$ cat config.mk
export PLATFORM = sky130hd
export DESIGN_NAME = execute_cycle
export DESIGN_NICKNAME = d
export VERILOG_FILES = /design/src/rtl/execute_cycle.sv
export SDC_FILE = /design/constraint.sdc
export NUM_CORES = 1
export LEC_CHECK = 0
export BUFFER_PORTS_ARGS = -buffer_cell sky130_fd_sc_hd__clkbuf_2
export CAP_MARGIN = 40
export CORE_AREA = 2 2 158 160
export DETAILED_ROUTE_END_ITERATION = 7
export DIE_AREA = 0 0 160 162
export PLACE_DENSITY_LB_ADDON = 0.25
export SYNTH_ARGS = -nofsm -noshare
export SYNTH_HDL_FRONTEND = slang
export SYNTH_SLANG_ARGS = --single-unit
$ cat constraint.sdc
create_clock -name clk_i -period 7.3 [get_ports clk_i]
set_input_delay 1.46 -clock clk_i [delete_from_list [all_inputs] [get_ports clk_i]]
set_output_delay 1.46 -clock clk_i [all_outputs]
set_load 0.03 [all_outputs]
$ cat src/rtl/execute_cycle.sv
// Execute stage: single-cycle ALU, optional 32-step restoring divider and the EX/MEM register.
// Define EXEC_DIV_EN to build the divider; without it ops 11-14 are reported as illegal.
module execute_cycle (
    input  logic        clk_i,
    input  logic        rst_i,
    input  logic        ex_valid_i,
    input  logic [3:0]  alu_op_i,
    input  logic [31:0] rs1_data_i,
    input  logic [31:0] rs2_data_i,
    input  logic [31:0] imm_i,
    input  logic        use_imm_i,
    input  logic [4:0]  rd_addr_i,
    input  logic        rd_wren_i,
    input  logic        mem_load_i,
    input  logic        mem_wren_i,
    input  logic        mem_unsign_i,
    input  logic [1:0]  mem_size_i,
    input  logic        flush_i,
    output logic        stall_o,
    output logic [31:0] result_m_o,
    output logic [31:0] rs2_data_m_o,
    output logic [4:0]  rd_addr_m_o,
    output logic        rd_wren_m_o,
    output logic        mem_load_m_o,
    output logic        mem_wren_m_o,
    output logic        mem_unsign_m_o,
    output logic [1:0]  mem_size_m_o,
    output logic        illegal_op_o
);

    localparam logic [3:0] OpAdd   = 4'd0;
    localparam logic [3:0] OpSub   = 4'd1;
    localparam logic [3:0] OpSll   = 4'd2;
    localparam logic [3:0] OpSlt   = 4'd3;
    localparam logic [3:0] OpSltu  = 4'd4;
    localparam logic [3:0] OpXor   = 4'd5;
    localparam logic [3:0] OpSrl   = 4'd6;
    localparam logic [3:0] OpSra   = 4'd7;
    localparam logic [3:0] OpOr    = 4'd8;
    localparam logic [3:0] OpAnd   = 4'd9;
    localparam logic [3:0] OpPassB = 4'd10;
    localparam logic [3:0] OpDiv   = 4'd11;
    localparam logic [3:0] OpRem   = 4'd13;
    localparam logic [3:0] OpRemu  = 4'd14;
    localparam logic [3:0] OpRsvd  = 4'd15;

    logic [31:0] op_b;
    logic [31:0] alu_res;
    logic [31:0] div_res;
    logic        is_div_op;
    logic        illegal_op;
    logic        stall_raw;

    assign op_b      = use_imm_i ? imm_i : rs2_data_i;
    assign is_div_op = (alu_op_i >= OpDiv) && (alu_op_i <= OpRemu);

    always_comb begin
        alu_res = '0;
        case (alu_op_i)
            OpAdd:   alu_res = rs1_data_i + op_b;
            OpSub:   alu_res = rs1_data_i - op_b;
            OpSll:   alu_res = rs1_data_i << op_b[4:0];
            OpSlt:   alu_res = {31'd0, ($signed(rs1_data_i) < $signed(op_b))};
            OpSltu:  alu_res = {31'd0, (rs1_data_i < op_b)};
            OpXor:   alu_res = rs1_data_i ^ op_b;
            OpSrl:   alu_res = rs1_data_i >> op_b[4:0];
            OpSra:   alu_res = $unsigned($signed(rs1_data_i) >>> op_b[4:0]);
            OpOr:    alu_res = rs1_data_i | op_b;
            OpAnd:   alu_res = rs1_data_i & op_b;
            OpPassB: alu_res = op_b;
            default: alu_res = '0;
        endcase
    end

`ifdef EXEC_DIV_EN
    typedef enum logic [1:0] {StIdle, StBusy, StDone} div_state_e;

    div_state_e  state_q, state_d;
    logic [5:0]  count_q, count_d;
    logic [31:0] quo_q, quo_d;
    logic [31:0] rem_q, rem_d;
    logic [31:0] dvsr_q, dvsr_d;
    logic        neg_quo_q, neg_quo_d;
    logic        neg_rem_q, neg_rem_d;
    logic        signed_op, a_neg, b_neg, div_zero, div_ovf;
    logic [31:0] abs_a, abs_b;
    logic [32:0] rem_shift, rem_diff;

    assign signed_op = (alu_op_i == OpDiv) || (alu_op_i == OpRem);
    assign a_neg     = signed_op & rs1_data_i[31];
    assign b_neg     = signed_op & op_b[31];
    assign abs_a     = a_neg ? -rs1_data_i : rs1_data_i;
    assign abs_b     = b_neg ? -op_b : op_b;
    assign div_zero  = (op_b == 32'd0);
    assign div_ovf   = signed_op && (rs1_data_i == 32'h8000_0000) && (op_b == 32'hFFFF_FFFF);
    // Partial remainder shifted by one dividend bit; bit 32 of the difference is the borrow.
    assign rem_shift = {rem_q, quo_q[31]};
    assign rem_diff  = rem_shift - {1'b0, dvsr_q};

    always_comb begin
        state_d   = state_q;
        count_d   = count_q;
        quo_d     = quo_q;
        rem_d     = rem_q;
        dvsr_d    = dvsr_q;
        neg_quo_d = neg_quo_q;
        neg_rem_d = neg_rem_q;
        stall_raw = 1'b0;
        case (state_q)
            StIdle: begin
                if (ex_valid_i && is_div_op) begin
                    stall_raw = 1'b1;
                    count_d   = '0;
                    neg_quo_d = 1'b0;
                    neg_rem_d = 1'b0;
                    dvsr_d    = '0;
                    if (div_zero) begin
                        quo_d   = 32'hFFFF_FFFF;
                        rem_d   = rs1_data_i;
                        state_d = StDone;
                    end else if (div_ovf) begin
                        quo_d   = 32'h8000_0000;
                        rem_d   = '0;
                        state_d = StDone;
                    end else begin
                        quo_d     = abs_a;
                        rem_d     = '0;
                        dvsr_d    = abs_b;
                        neg_quo_d = a_neg ^ b_neg;
                        neg_rem_d = a_neg;
                        state_d   = StBusy;
                    end
                end
            end
            StBusy: begin
                stall_raw = 1'b1;
                quo_d     = {quo_q[30:0], ~rem_diff[32]};
                rem_d     = rem_diff[32] ? rem_shift[31:0] : rem_diff[31:0];
                count_d   = count_q + 6'd1;
                if (count_q == 6'd31) begin
                    state_d = StDone;
                end
            end
            StDone:  state_d = StIdle;
            default: state_d = StIdle;
        endcase
        if (flush_i) begin
            state_d   = StIdle;
            stall_raw = 1'b0;
        end
    end

    always_comb begin
        if ((alu_op_i == OpRem) || (alu_op_i == OpRemu)) begin
            div_res = neg_rem_q ? -rem_q : rem_q;
        end else begin
            div_res = neg_quo_q ? -quo_q : quo_q;
        end
    end

    assign illegal_op = (alu_op_i == OpRsvd);

    always_ff @(posedge clk_i or posedge rst_i) begin
        if (rst_i) begin
            state_q   <= StIdle;
            count_q   <= '0;
            quo_q     <= '0;
            rem_q     <= '0;
            dvsr_q    <= '0;
            neg_quo_q <= 1'b0;
            neg_rem_q <= 1'b0;
        end else begin
            state_q   <= state_d;
            count_q   <= count_d;
            quo_q     <= quo_d;
            rem_q     <= rem_d;
            dvsr_q    <= dvsr_d;
            neg_quo_q <= neg_quo_d;
            neg_rem_q <= neg_rem_d;
        end
    end
`else
    assign stall_raw  = 1'b0;
    assign div_res    = '0;
    assign illegal_op = (alu_op_i == OpRsvd) || is_div_op;
`endif

    assign stall_o = stall_raw & ~rst_i;

    logic        advance, capture;
    logic [31:0] result_d, rs2_data_d;
    logic [4:0]  rd_addr_d;
    logic        rd_wren_d, mem_load_d, mem_wren_d, mem_unsign_d, illegal_d;
    logic [1:0]  mem_size_d;

    assign advance = ex_valid_i & ~flush_i & ~stall_o;
    assign capture = advance & ~illegal_op;

    // Anything that does not advance, or is illegal, is loaded as an all-zero bubble.
    always_comb begin
        result_d     = '0;
        rs2_data_d   = '0;
        rd_addr_d    = '0;
        rd_wren_d    = 1'b0;
        mem_load_d   = 1'b0;
        mem_wren_d   = 1'b0;
        mem_unsign_d = 1'b0;
        mem_size_d   = '0;
        illegal_d    = advance & illegal_op;
        if (capture) begin
            result_d     = is_div_op ? div_res : alu_res;
            rs2_data_d   = rs2_data_i;
            rd_addr_d    = rd_addr_i;
            rd_wren_d    = rd_wren_i;
            mem_load_d   = mem_load_i;
            mem_wren_d   = mem_wren_i;
            mem_unsign_d = mem_unsign_i;
            mem_size_d   = mem_size_i;
        end
    end

    always_ff @(posedge clk_i or posedge rst_i) begin
        if (rst_i) begin
            result_m_o     <= '0;
            rs2_data_m_o   <= '0;
            rd_addr_m_o    <= '0;
            rd_wren_m_o    <= 1'b0;
            mem_load_m_o   <= 1'b0;
            mem_wren_m_o   <= 1'b0;
            mem_unsign_m_o <= 1'b0;
            mem_size_m_o   <= '0;
            illegal_op_o   <= 1'b0;
        end else begin
            result_m_o     <= result_d;
            rs2_data_m_o   <= rs2_data_d;
            rd_addr_m_o    <= rd_addr_d;
            rd_wren_m_o    <= rd_wren_d;
            mem_load_m_o   <= mem_load_d;
            mem_wren_m_o   <= mem_wren_d;
            mem_unsign_m_o <= mem_unsign_d;
            mem_size_m_o   <= mem_size_d;
            illegal_op_o   <= illegal_d;
        end
    end

endmodule

Yosys cells after proc, flatten, opt, wreduce, memory -nomap -nowiden
Index checks and enable logic that the tools add are counted.

storage, ports and cells
  register bits after elaboration = 76
  output and inout bits = 77
  word-level logic and storage cells = 51

cells by class
  $add $sub $neg = 2
  order comparisons = 4
  eq/ne operators = 11
  shift-type cells = 3
  mux-type cells = 11
  bitwise logic cells = 8
  reduce and logical (&&, ||, !) cells = 3

operators by type and width
  cell                                                    number
  case mux 32 bit (11 select lines)                       1
  2-to-1 mux 32 bit                                       4
  less-than comparator 32 bit                             2
  adder 32 bit                                            1
  bitwise AND 32 bit                                      1
  OR 32 bit                                               1
  << shifter 32 x 5 -> 32 bit                             1
  right shift 32 x 5 -> 32 bit                            1
  >>> shifter 32 x 5 -> 32 bit                            1
  subtractor 32 bit                                       1
  bitwise XOR 32 bit                                      1
  equality test 4 x 3 -> 1 bit (second input constant)    4
  equality test 4 bit (second input constant)             4
  equality test 4 x 2 -> 1 bit (second input constant)    2
  2-to-1 mux 5 bit                                        1
  equality test 4 x 1 -> 1 bit (second input constant)    1
  >= comparator 4 bit (second input constant)             1
  less-or-equal comparator 4 bit (second input constant)  1
  logical NOT 4 bit                                       1
  2-to-1 mux 1 bit                                        4
  bitwise AND 1 bit                                       3
  2-to-1 mux 2 bit                                        1
  inverter 1 bit                                          2
  logical AND 1 bit                                       1
  logical OR 1 bit                                        1

Depth between registers and ports, before layout
  word-level depth = 6
  mapped depth = 19

Worst setup path before layout
OpenSTA, ideal clock, no wires.

  kind = input-to-reg
  start = input port use_imm_i
  end = register result_m_o[23]
  arrival = 5.321 ns
  data required time = 7.218 ns
  slack = 1.897 ns
  stages = 18
  buffers on the path = 6
  cells stage by stage = buf_4 -> mux2i_2 -> buf_4 -> buf_4 -> buf_2 -> buf_2 -> buf_2 -> ha_1 -> nor3_1 -> o31ai_1 -> a2111oi_2 -> nor2_1 -> o31ai_2 -> a221oi_2 -> a31o_2 -> nor4b_4 -> mux2_1 -> a31oi_1

on the way
  word-level cells in the longest chain between the ends = 5
  elaborated cells between the ends (all ways) = 12

ends and longest elaborated chain
  element                                    RTL line  text
  from (decl)                                11        input logic use_imm_i,
  2-to-1 mux 32 bit *                        54        assign op_b = use_imm_i ? imm_i : rs2_data_i;
  subtractor 32 bit (tied with other cells)  61        OpSub: alu_res = rs1_data_i - op_b;
  case mux 32 bit (11 select lines) *        59        case (alu_op_i)
  2-to-1 mux 32 bit *                        211       result_d = is_div_op ? div_res : alu_res;
  2-to-1 mux 32 bit *                        210       if (capture) begin
  net result_d[23]                           191       logic [31:0] result_d, rs2_data_d;
  to (signal assigned)                       234       result_m_o <= result_d;
  to (decl)                                  20        output logic [31:0] result_m_o,

The timed path passes the listed nets; every way through them passes the cells marked *.

Worst setup path in the final report
  start = input port use_imm_i
  end = register result_m_o[31]

Same word-level chain as after synthesis.

==> impl_metrics.tcl <==
set metrics [dict create \
    wl_um 58100 \
    synth_compound_area_share_pct 32.2 \
    numCtsBuffers 9 \
    die_y_um 162 \
    cts_resized 0 \
    drc_errors 0 \
    antenna_found_initial 1 \
    crit_slowest_cell "o31ai_1" \
    final-seq-area_um2 1900 \
    cts.sinks 76 \
    clk_path_buf_depth 2 \
    syn-num-nets 1899 \
    overflow 0 \
    final_antenna_net_count 0 \
    hpwl_um 44000 \
    io_pins 193 \
    cts_tree "yes" \
    fillCellCount 2437 \
    core_area_um2 24100 \
    grt_max_degree 72 \
    ys_top_cells_by_count "nor2_1 (188), a21oi_1 (163), nand2_1 (162)" \
    rsz0062_at_grt "false" \
    worstPathArrival_ps 6060 \
    cp_top_family "compound AO/OA/AOI/OAI gates" \
    yosys.area_share.simple_pct 21.3 \
    setup_ws_ps 1480 \
    critPathBufInv 3 \
    initial_utilization_pct 49.3 \
    synth.area.mux_share_pct 9.85 \
    period_share_pct 79.8 \
    firstDrtPassIters 7 \
    tightest_slew_ps 966 \
    p_per_area_nw_per_um2 158 \
    multi_input_area_um2 9130 \
    io_buffers 191 \
    worstSetupEndpointType "flip-flop" \
    cts-root-buf "clkbuf_16" \
    async_flop_share_pct 100 \
    grt_pass1_wl_um 86200 \
    hold_violations 0 \
    dieArea_um2 25900 \
    syn_inst 1677 \
    hold_buffers 0 \
    yosysUniqueCellTypes 79 \
    wl_per_cell_um 27.4 \
    vias_per_cell 6.84 \
    max_freq_mhz 172 \
    required_ps 7540 \
    setup_violations 0 \
    row_count 57 \
    crit_fanout 24 \
    post_dp_cell_area_um2 13100 \
    finalNetCount 2009 \
    post-place-ws_ps 1290 \
    path_clk_slew_ps 90 \
    drtIter0Drc 2145 \
    synth_seq_cells 76 \
    tns_ps 0 \
    max-slew-margin-rel_pct 35.3 \
    hold_path_class "in2async" \
    final_util_pct 55.7 \
    fin_area_um2 13400 \
    synthMostInstantiatedCell "nor2_1" \
    drive_gt1_share_pct 16.1 \
    holdWs_ps 1170 \
    cap_violations 0 \
    ys_seq_area_share_pct 16.0 \
    cpPeakStageDelay_ps 790 \
    slew_violations 0 \
    ir_worst_vdd_uv 101 \
    status "completed" \
    ys_warn_count 0 \
    syn_avg_cell_area_um2 7.09 \
    critical_path.startpoint_type "primary input" \
    synthAdderAreaFrac_pct 11.3 \
    period_needed_ps 5820 \
    gp_congestion 1.09 \
    area_growth_pct 13.0 \
    grtUsageTotal_pct 44.0 \
    synth_top_cells_by_area "dfrtp_1 (16%), ha_1 (11%), mux2i_1 (7.2%)" \
    crit_type "in2reg" \
    leakagePower_nw 6.21 \
    synth_edf_count 0 \
    grt_pass1_vias 13500 \
    ys.flop_type "dfrtp_1" \
    die_w_um 160 \
    cp_common_cell "a21oi_1" \
    post-cts-setup-buffers 0 \
    h-tree-depth 3 \
    synth_top_family_by_area "compound AO/OA/AOI/OAI gates" \
    syn_area_um2 11900 \
    yosysTopAreaCell "dfrtp_1" \
    vias 14500 \
    synth_top_area_share_pct 16.0 \
    path_cells "clkbuf_2 -> buf_12 -> mux2i_2 -> buf_4 -> ha_1 -> o211ai_1 -> o21ai_0 -> nor2_1 -> o31ai_1 -> a21oi_1 -> nand4b_1 -> a41oi_1 -> a21oi_1 -> mux2i_1 -> a31oi_1" \
    synthXorXnorAreaFrac_pct 1.62 \
]
## cells in the final DEF, fill, tap and decap left out, types with 7 or more instances in the layout
cell / instances
and3_1: 10
o2111ai_1: 7
a31oi_1: 37
clkbuf_2: 191
a211oi_1: 49
xnor2_1: 21
o311ai_0: 7
nor3b_1: 8
a221oi_1: 21
mux2_2: 13
nand4_1: 12
nor2b_1: 24
o21a_1: 7
o31ai_1: 17
ha_1: 104
a31o_2: 7
clkbuf_16: 9
o22ai_1: 28
mux2i_1: 82
a21oi_1: 163
nor2_1: 187
nand3_1: 19
dfrtp_1: 76
a22oi_1: 14
nor3_1: 34
or3_1: 7
o21ai_0: 118
nand2b_1: 12
inv_1: 90
and2_1: 50
o211ai_1: 27
a21o_1: 17
o221ai_1: 9
nor4_1: 8
nand2_1: 162
a2111oi_0: 10
buf_4: 30
## path summary, 6_finish.rpt
kind	end	depth (start not counted)	slack (ps)	from
hold / removal	rs2_data_m_o[5]$_DFF_PP0_	3	1170	rst_i
max in group asynchronous	result_m_o[20]$_DFF_PP0_	4	5510	rst_i
min in group clk_i	rs2_data_m_o[10]$_DFF_PP0_	2	1280	rs2_data_i[10]
setup / recovery	result_m_o[31]$_DFF_PP0_	15	1480	use_imm_i
## routing by layer
layer / GRT usage (%) / vias to the layer above / routed length [um]
li1: - / 6332 / -
met1: 58.1 / 6774 / 22600
met2: 66.4 / 1153 / 24400
met3: 10.9 / 231 / 7590
met4: 23.8 / 0 / 3440
met5: 0 / - / 0
## per-stage QoR
step,instances,power [mW]
2_1_floorplan,1677,1.15
3_3_place_gp,2096,1.49
3_5_place_dp,2099,1.49
4_1_cts,2115,2.08
5_1_grt,2116,2.21
6_report,2117,2.13
## tightest hold or removal path, cell delays in order
cell and delay [ps]:
clkbuf_2 90, clkinv_2 30, buf_4 410
## power breakdown
part	switching, mW	internal (mW)	total [mW]
sequential	0.00495	0.437	0.442
clock	0.232	0.355	0.588
combinational	0.756	0.343	1.10
total	0.994	1.14	2.13
## layout make-up
type                       instances  area share [%]
inverter                          97            2.72
sequential                        76            14.2
tap                              324            3.02
timing repair buffer             226            9.42
clock inverter                     5           0.792
multi-input combinational       1377            68.0
antenna                            1          0.0186
clock buffer                      11            1.88
## cell families (layout without fill, tap and decap cells)
kind of cell / Yosys count / in the layout
other: 1 / 2
DFF: 76 / 76
muxes: 107 / 107
xor gates and xnor gates: 22 / 22
AOI/OAI and AO/OA: 593 / 593
adders and majority gates: 106 / 106
buffers and inverters: 224 / 339
and+or+nand+nor: 548 / 548
## sequential cells by signal (all words and copies together) (netlist names)
register,count
mem_wren_m_o,1
rs2_data_m_o,32
result_m_o,32
mem_load_m_o,1
rd_wren_m_o,1
rd_addr_m_o,5
mem_size_m_o,2
mem_unsign_m_o,1
illegal_op_o,1
Power figures use the tool's default switching activity.
